## config.mk

```make
export PLATFORM = sky130hd
export DESIGN_NAME = time_dmr_start
export DESIGN_NICKNAME = d
export VERILOG_FILES = /design/src/rtl/time_dmr_pkg.sv /design/src/rtl/time_dmr_id_gen.sv /design/src/rtl/time_dmr_start.sv
export SDC_FILE = /design/constraint.sdc
export NUM_CORES = 1
export LEC_CHECK = 0
export CAP_MARGIN = 40
export CORE_AREA = 5 5 42 44
export DETAILED_ROUTE_END_ITERATION = 8
export DIE_AREA = 0 0 47 49
export DONT_BUFFER_PORTS = 1
export GPL_TIMING_DRIVEN = 0
export RECOVER_POWER = 50
export SLEW_MARGIN = 20
export SYNTH_ARGS = -nofsm -noshare
export SYNTH_HDL_FRONTEND = slang
export SYNTH_SLANG_ARGS = --single-unit
```

## constraint.sdc

```tcl
create_clock -name clk_i -period 2.89 [get_ports clk_i]
set_input_delay 0.4335 -clock clk_i [delete_from_list [all_inputs] [get_ports clk_i]]
set_output_delay 0.4335 -clock clk_i [all_outputs]
set_load 0.02 [all_outputs]
```

## src/rtl/time_dmr_pkg.sv

```systemverilog
// Shared types and ID helper for the time-redundant (DMR) start/end pair.
package time_dmr_pkg;

   typedef enum logic [1:0] {
      EMPTY       = 2'd0,
      SEND_FIRST  = 2'd1,
      SEND_SECOND = 2'd2
   } dmr_state_e;

   localparam int unsigned MAX_ID_W = 32;

   // Builds {^cnt, cnt} for a counter of cnt_w bits; the result always has even parity.
   function automatic logic [MAX_ID_W-1:0] build_id(
      input logic [MAX_ID_W-2:0] cnt,
      input logic [4:0]          cnt_w
   );
      logic [MAX_ID_W-1:0] id;
      id        = {1'b0, cnt};
      id[cnt_w] = ^cnt;
      return id;
   endfunction

endpackage

```

## src/rtl/time_dmr_id_gen.sv

```systemverilog
// ID counter for time_dmr_start: counter, wrap-around increment and next-ID generation.
module time_dmr_id_gen
   import time_dmr_pkg::*;
#(
   parameter int IDSize = 2
) (
   input  logic              clk_i,
   input  logic              rst_ni,
   input  logic              inc_i,
   output logic [IDSize-1:0] next_id_o
);

   logic [IDSize-2:0] cnt_r;

   // Counter advances once per newly accepted upstream element, wrapping naturally.
   always_ff @(posedge clk_i or negedge rst_ni) begin
      if (!rst_ni) begin
         cnt_r <= '0;
      end else if (inc_i) begin
         cnt_r <= cnt_r + (IDSize-1)'(1'b1);
      end else begin
         cnt_r <= cnt_r;
      end
   end

   assign next_id_o = IDSize'(build_id((MAX_ID_W-1)'(cnt_r), 5'(IDSize-1)));

endmodule

```

## src/rtl/time_dmr_start.sv

```systemverilog
// Front half of time-redundant DMR: each accepted element is emitted twice with the same ID.
// Optional retry input port set is enabled by defining TIME_DMR_RETRY_EN.
module time_dmr_start
   import time_dmr_pkg::*;
#(
   parameter type DataType = logic,
   parameter int  IDSize   = 2
) (
   input  logic              clk_i,
   input  logic              rst_ni,
   input  logic              enable_i,
   output logic [IDSize-1:0] next_id_o,
   input  DataType           data_i,
   input  logic              valid_i,
   output logic              ready_o,
`ifdef TIME_DMR_RETRY_EN
   input  DataType           retry_data_i,
   input  logic [IDSize-1:0] retry_id_i,
   input  logic              retry_valid_i,
   output logic              retry_ready_o,
`endif
   output DataType           data_o,
   output logic [IDSize-1:0] id_o,
   output logic              valid_o,
   input  logic              ready_i
);

   dmr_state_e        state_r;
   DataType           data_r;
   logic [IDSize-1:0] id_r;

   logic              load_slot_s;
   logic              take_new_s;
   logic              take_retry_s;
   logic              load_s;
   logic              retry_block_s;
   DataType           load_data_s;
   logic [IDSize-1:0] load_id_s;
   logic [IDSize-1:0] next_id_s;

   time_dmr_id_gen #(
      .IDSize (IDSize)
   ) u_id_gen (
      .clk_i     (clk_i),
      .rst_ni    (rst_ni),
      .inc_i     (take_new_s),
      .next_id_o (next_id_s)
   );

   assign next_id_o = next_id_s;

   // A load slot is the cycle in which the buffer may take a new element.
   always_comb begin
      load_slot_s = 1'b0;
      if (!enable_i) begin
         load_slot_s = 1'b0;
      end else if (state_r == EMPTY) begin
         load_slot_s = 1'b1;
      end else if ((state_r == SEND_SECOND) && ready_i) begin
         load_slot_s = 1'b1;
      end else begin
         load_slot_s = 1'b0;
      end
   end

`ifdef TIME_DMR_RETRY_EN
   // Retried elements win the slot and keep their original ID.
   assign retry_block_s = retry_valid_i;
   assign take_retry_s  = load_slot_s & retry_valid_i;
   assign take_new_s    = load_slot_s & valid_i & ~retry_valid_i;
   assign load_data_s   = take_retry_s ? retry_data_i : data_i;
   assign load_id_s     = take_retry_s ? retry_id_i : next_id_s;
   assign retry_ready_o = load_slot_s;
`else
   assign retry_block_s = 1'b0;
   assign take_retry_s  = 1'b0;
   assign take_new_s    = load_slot_s & valid_i;
   assign load_data_s   = data_i;
   assign load_id_s     = next_id_s;
`endif

   assign load_s = take_retry_s | take_new_s;

   // Sequencer: buffer an element, then hold it for two downstream handshakes.
   always_ff @(posedge clk_i or negedge rst_ni) begin
      if (!rst_ni) begin
         state_r <= EMPTY;
         data_r  <= '0;
         id_r    <= '0;
      end else if (!enable_i) begin
         state_r <= EMPTY;
      end else begin
         case (state_r)
            EMPTY: begin
               if (load_s) begin
                  state_r <= SEND_FIRST;
                  data_r  <= load_data_s;
                  id_r    <= load_id_s;
               end else begin
                  state_r <= EMPTY;
               end
            end
            SEND_FIRST: begin
               if (ready_i) begin
                  state_r <= SEND_SECOND;
               end else begin
                  state_r <= SEND_FIRST;
               end
            end
            SEND_SECOND: begin
               if (ready_i && load_s) begin
                  state_r <= SEND_FIRST;
                  data_r  <= load_data_s;
                  id_r    <= load_id_s;
               end else if (ready_i) begin
                  state_r <= EMPTY;
               end else begin
                  state_r <= SEND_SECOND;
               end
            end
            default: begin
               state_r <= EMPTY;
            end
         endcase
      end
   end

   // Handshake outputs; disabled mode is a straight combinational bypass.
   always_comb begin
      data_o  = data_r;
      id_o    = id_r;
      valid_o = 1'b0;
      ready_o = 1'b0;
      if (enable_i) begin
         case (state_r)
            EMPTY: begin
               valid_o = 1'b0;
               ready_o = ~retry_block_s;
            end
            SEND_FIRST: begin
               valid_o = 1'b1;
               ready_o = 1'b0;
            end
            SEND_SECOND: begin
               valid_o = 1'b1;
               ready_o = ready_i & ~retry_block_s;
            end
            default: begin
               valid_o = 1'b0;
               ready_o = 1'b0;
            end
         endcase
      end else begin
         data_o  = data_i;
         id_o    = next_id_s;
         valid_o = valid_i;
         ready_o = ready_i;
      end
   end

endmodule

```

# Yosys cells after proc, flatten, opt, wreduce, memory -nomap -nowiden
# Index checks and enable logic that the tools add are counted.
# totals
ff_bits	6
input_bits	6
# op_classes
add_sub_neg	1
n_eq_ne	4
n_mux	21
bitwise	1
reduce_logical	7
# ops
cell	count
31-bit parity	1
2-bit two-way mux	7
1-bit two-way mux	10
2-bit case mux with 3 select lines	1
1-bit case mux with 2 select lines	2
2-bit case mux with 2 select lines	1
4-bit AND reduction	1
2-bit by 1-bit equality test with 1-bit output, second input constant	1
2-bit equality test, second input constant	1
1-bit logical AND	2
2-bit zero test	1
2-bit by 1-bit != test with 1-bit output, second input constant	1
2-bit != test, second input constant	1
2-bit nonzero test	1
2-bit OR reduction	1
1-bit adder, second input constant	1
1-bit bitwise AND	1

# Depth between registers and ports, before layout
# depth
ltp_word	10
depth_mapped	5
depth_no_buf	5

# By module
# A second synthesis with hierarchy kept.
# unflattened
hier_cells	35
hier_area_um2	400.4
# modules_own_cells
module	n_inst	cells_each	area_each_um2
time_dmr_start	1	31	351.6
time_dmr_id_gen	1	4	48.8

# Worst setup path before layout
# Ideal clock, no wire load.
# synth_path
path_kind	input -> output
startpoint	input enable_i
endpoint	output id_o[1]
arrival_ns	1.126
t_required_ns	2.457
setup_slack_ns	1.331
cell_stages	3
path_buffers	2
path_cell_list	buf_4 -> mux2_2 -> buf_4
# synth_via
elab_chain_len	1
# synth_lines
item	line	text
from (decl)	time_dmr_start.sv:11	input logic enable_i,
2-bit two-way mux	time_dmr_start.sv:134	if (enable_i) begin
to (decl)	time_dmr_start.sv:23	output logic [IDSize-1:0] id_o,
# No other way between the ends.

# Final worst setup path
# layout_path
startpoint	register state_r[0]
endpoint	output valid_o
# layout_via
elab_chain_len	4
elab_cells_between_ends	5
classes_between	eq/ne (2); mux (2); reduce/logical (1)
# layout_lines
item	line	text
from (decl)	time_dmr_start.sv:28	dmr_state_e state_r;
from (signal assigned)	time_dmr_start.sv:87	state_r <= EMPTY;
from (signal assigned)	time_dmr_start.sv:91	state_r <= EMPTY;
from (signal assigned)	time_dmr_start.sv:96	state_r <= SEND_FIRST;
2-bit equality test or 2-bit by 1-bit equality test with 1-bit output (tied branches)	time_dmr_start.sv:135	case (state_r)
2-bit OR reduction (no source line) *	n/a	
1-bit two-way mux *	time_dmr_start.sv:135	
1-bit two-way mux *	time_dmr_start.sv:134	
to (decl)	time_dmr_start.sv:24	output logic valid_o,
# Mark *: on every way between the ends. The rest lies on a longest branch, timed or not.

==> flow_summary.ini <==
[clocking]
cts_buffers = 3
cts_buffer_depth = 2
clk_latency_ns = 0.23
htree_levels = 1
clkSinkCount = 5
cts_tree = built
root_buffer = clkbuf_4
clkTransAtPathRegs_ns = 0.04

[grt]
grt_pass1_vias = 240
grt_overflow = 0
grt_max_degree = 9
antenna_found_initial = 0
grt_usage_pct = 6.29
grt_pass1_wl_um = 1000

[die]
pin_count = 13
dieArea_mm2 = 0.00230
num_rows = 14
floorplan.initialDensity_pct = 25.7
core_mm2 = 0.00140
die_w_um = 47
die_y_um = 49

[final_layout]
nFillCells = 153
fin_nets = 49
multiInputGateArea_um2 = 194
design_area_um2 = 409
post_route_cells_drive_above_1_share_pct = 23.7
antennaDiodeCount = 0
synthToLayoutAreaGrowth_pct = 13.5
ff_latch_area_um2 = 125
final_cells = 54

[routing]
wl_per_cell_um = 11.4
vias_per_cell = 4.26
drc = 0
ant_nets = 0
vias = 230
drt-total-wl_um = 617
first_pass_iters = 2
drt_iter0_markers = 2

[synthesis]
ys_types = 17
syn_area_per_cell_um2 = 10.9
ys_ff_latch = 5
syn_area_um2 = 360
syn_inst = 33
syn-num-nets = 43
yosysSeqAreaShare_pct = 34.7
yosysWarnings = 0

[worst_hold_path]
worstHoldStart = data_i
hold_depth = 1
hold_class = in -> reg
min_to = data_r

[sta]
clock_skew_ns = 0.00253
slew_headroom_pct = 82.9
min_period_ns = 1.79
setup_total_negative_slack_ns = 0
worst_pin_slew_ns = 0.258
setup_viol = 0
rsz0062_at_grt = false
hold_viol = 0
fmax_mhz = 558
maxSlewViolCount = 0
holdWs_ns = 0.340
final.period_utilization_pct = 62.0

[setup_path]
crit_path_end_kind = output port
r2r_start = state_r[0]
arrival_ns = 1.36
crit-reg2reg-capture = data_r
max_stage_delay_ns = 0.39
critPathKind = reg -> out
cp_slowest_cell = mux2_1
required_ns = 2.46
worstPathCellList = inv_1 -> ha_1 -> mux2_1
crit_path_start_kind = register
cp_max_fo = 3
r2r_setup_slack_ns = 1.47
reg2reg_depth = 5

[power_and_ir_drop]
power_density_mw_per_mm2 = 724
peakVddDrop_v = 0.000297
p_leak_uw = 0.000187
power.total_uw = 296

[placement]
place_inst = 49
dp_hpwl_um = 552
port_buffers = 0
postPlaceCellArea_um2 = 380
routabilityCongestion = 0.703

[flow_run]
cap_violations = 0

[status]
status = completed
[Yosys cell counts]
| master | instances | area [um^2] |
|---|---|---|
| dfrtp_1 | 5 | 125 |
| buf_4 | 4 | 30.0 |
| ha_1 | 4 | 50.1 |
| inv_1 | 3 | 11.3 |
| mux2_1 | 3 | 33.8 |
| mux2_2 | 2 | 22.5 |
| mux2i_1 | 2 | 20.0 |
| a21oi_1 | 1 | 5.00 |
| a22o_1 | 1 | 8.76 |
| and3b_1 | 1 | 8.76 |
| nand2_2 | 1 | 6.26 |
| nand2b_1 | 1 | 6.26 |
| nor2_1 | 1 | 3.75 |
| nor2_2 | 1 | 6.26 |
| nor3b_1 | 1 | 7.51 |
| o22ai_1 | 1 | 6.26 |
| xor2_1 | 1 | 8.76 |
[critical path, delay by kind of cell (launching register included)]
family	cells	cell delay (ns)
adder cells (fa/ha/maj)	1	0.30
buffers and inverters	1	0.07
flip-flops	1	0.37
multiplexers	1	0.39
[sequential cells by signal, summed over array words and instances (netlist names)]
| register | cells |
|---|---|
| state_r | 2 |
| data_r | 1 |
| id_r | 1 |
| u_id_gen.cnt_r | 1 |
[power breakdown]
| part | internal, uW | switching (uW) | total (uW) | leakage, uW |
|---|---|---|---|---|
| logic | 40.8 | 73.1 | 114 | 0.000110 |
| clock network | 52.0 | 26.1 | 78.1 | 0.0000150 |
| registers | 88.8 | 15.4 | 104 | 0.0000625 |
| total | 182 | 115 | 296 | 0.000187 |
[cell usage in the layout (no fill, tap or decap)]
| master | n |
|---|---|
| inv_1 | 3 |
| nor2_2 | 1 |
| mux2i_1 | 2 |
| ha_1 | 4 |
| a22o_1 | 1 |
| and3b_1 | 1 |
| mux2_1 | 3 |
| a21oi_1 | 1 |
| o22ai_1 | 1 |
| nor3b_1 | 1 |
| nand2_2 | 1 |
| nand2b_1 | 1 |
| dlygate4sd3_1 | 1 |
| mux2_2 | 2 |
| clkbuf_1 | 3 |
| nor2_1 | 1 |
| buf_4 | 2 |
| xor2_1 | 1 |
| clkbuf_4 | 3 |
| dfrtp_1 | 5 |
[cell families (layout without fill, tap and decap cells)]
logic type	after synthesis	count (layout)	share of synthesized area, %
multiplexers	7	7	21.2
adder cells (fa/ha/maj)	4	4	13.9
flip-flops	5	5	34.7
buffers and inverters	7	12	11.5
XOR/XNOR	1	1	2.43
AND/OR/NAND/NOR	6	6	10.8
AO/OA/AOI/OAI	3	3	5.56
[cell type report]
cell class / count / area share, %
multi-input cells: 21 / 47.4
flip-flops and latches: 5 / 30.6
clock buffers: 4 / 6.42
plain buffers: 4 / 5.50
well taps: 16 / 4.89
inverters: 3 / 2.75
repair buffers: 1 / 2.45
[through the flow]
step	util [%]	setup WS [ns]
after floorplan	-	1.33
after global placement	27.1	1.29
after detailed placement	27.1	1.29
after CTS	29.7	1.07
after global routing	29.2	1.02
final	29.2	1.10
[worst max-delay path by stage]
stage | from | end | slack (ns) | cells after the start
2_1_floorplan | enable_i | id_o[1] | 1.33 | 3
3_3_place_gp | enable_i | id_o[1] | 1.29 | 3
3_5_place_dp | enable_i | id_o[1] | 1.29 | 3
4_1_cts | state_r[0] | valid_o | 1.07 | 3
5_1_grt | state_r[0] | valid_o | 1.02 | 3
6_report | state_r[0] | valid_o | 1.10 | 3
[repair_timing]
| item | CTS | global route |
|---|---|---|
| setup endpoints to repair | 0 | 0 |
| hold buffers | 1 | 0 |
| buffers inserted | 0 | 0 |
| hold endpoints to repair | 5 | 0 |
| gates resized for setup | 0 | 0 |
[routing by layer]
layer  GRT usage, %  wire length [um]
met2           9.50               311
met3           4.06                44
met1           6.67               261
met4           2.76                 0
met5              0                 0
Note: power is estimated with default switching activity, not from simulation.
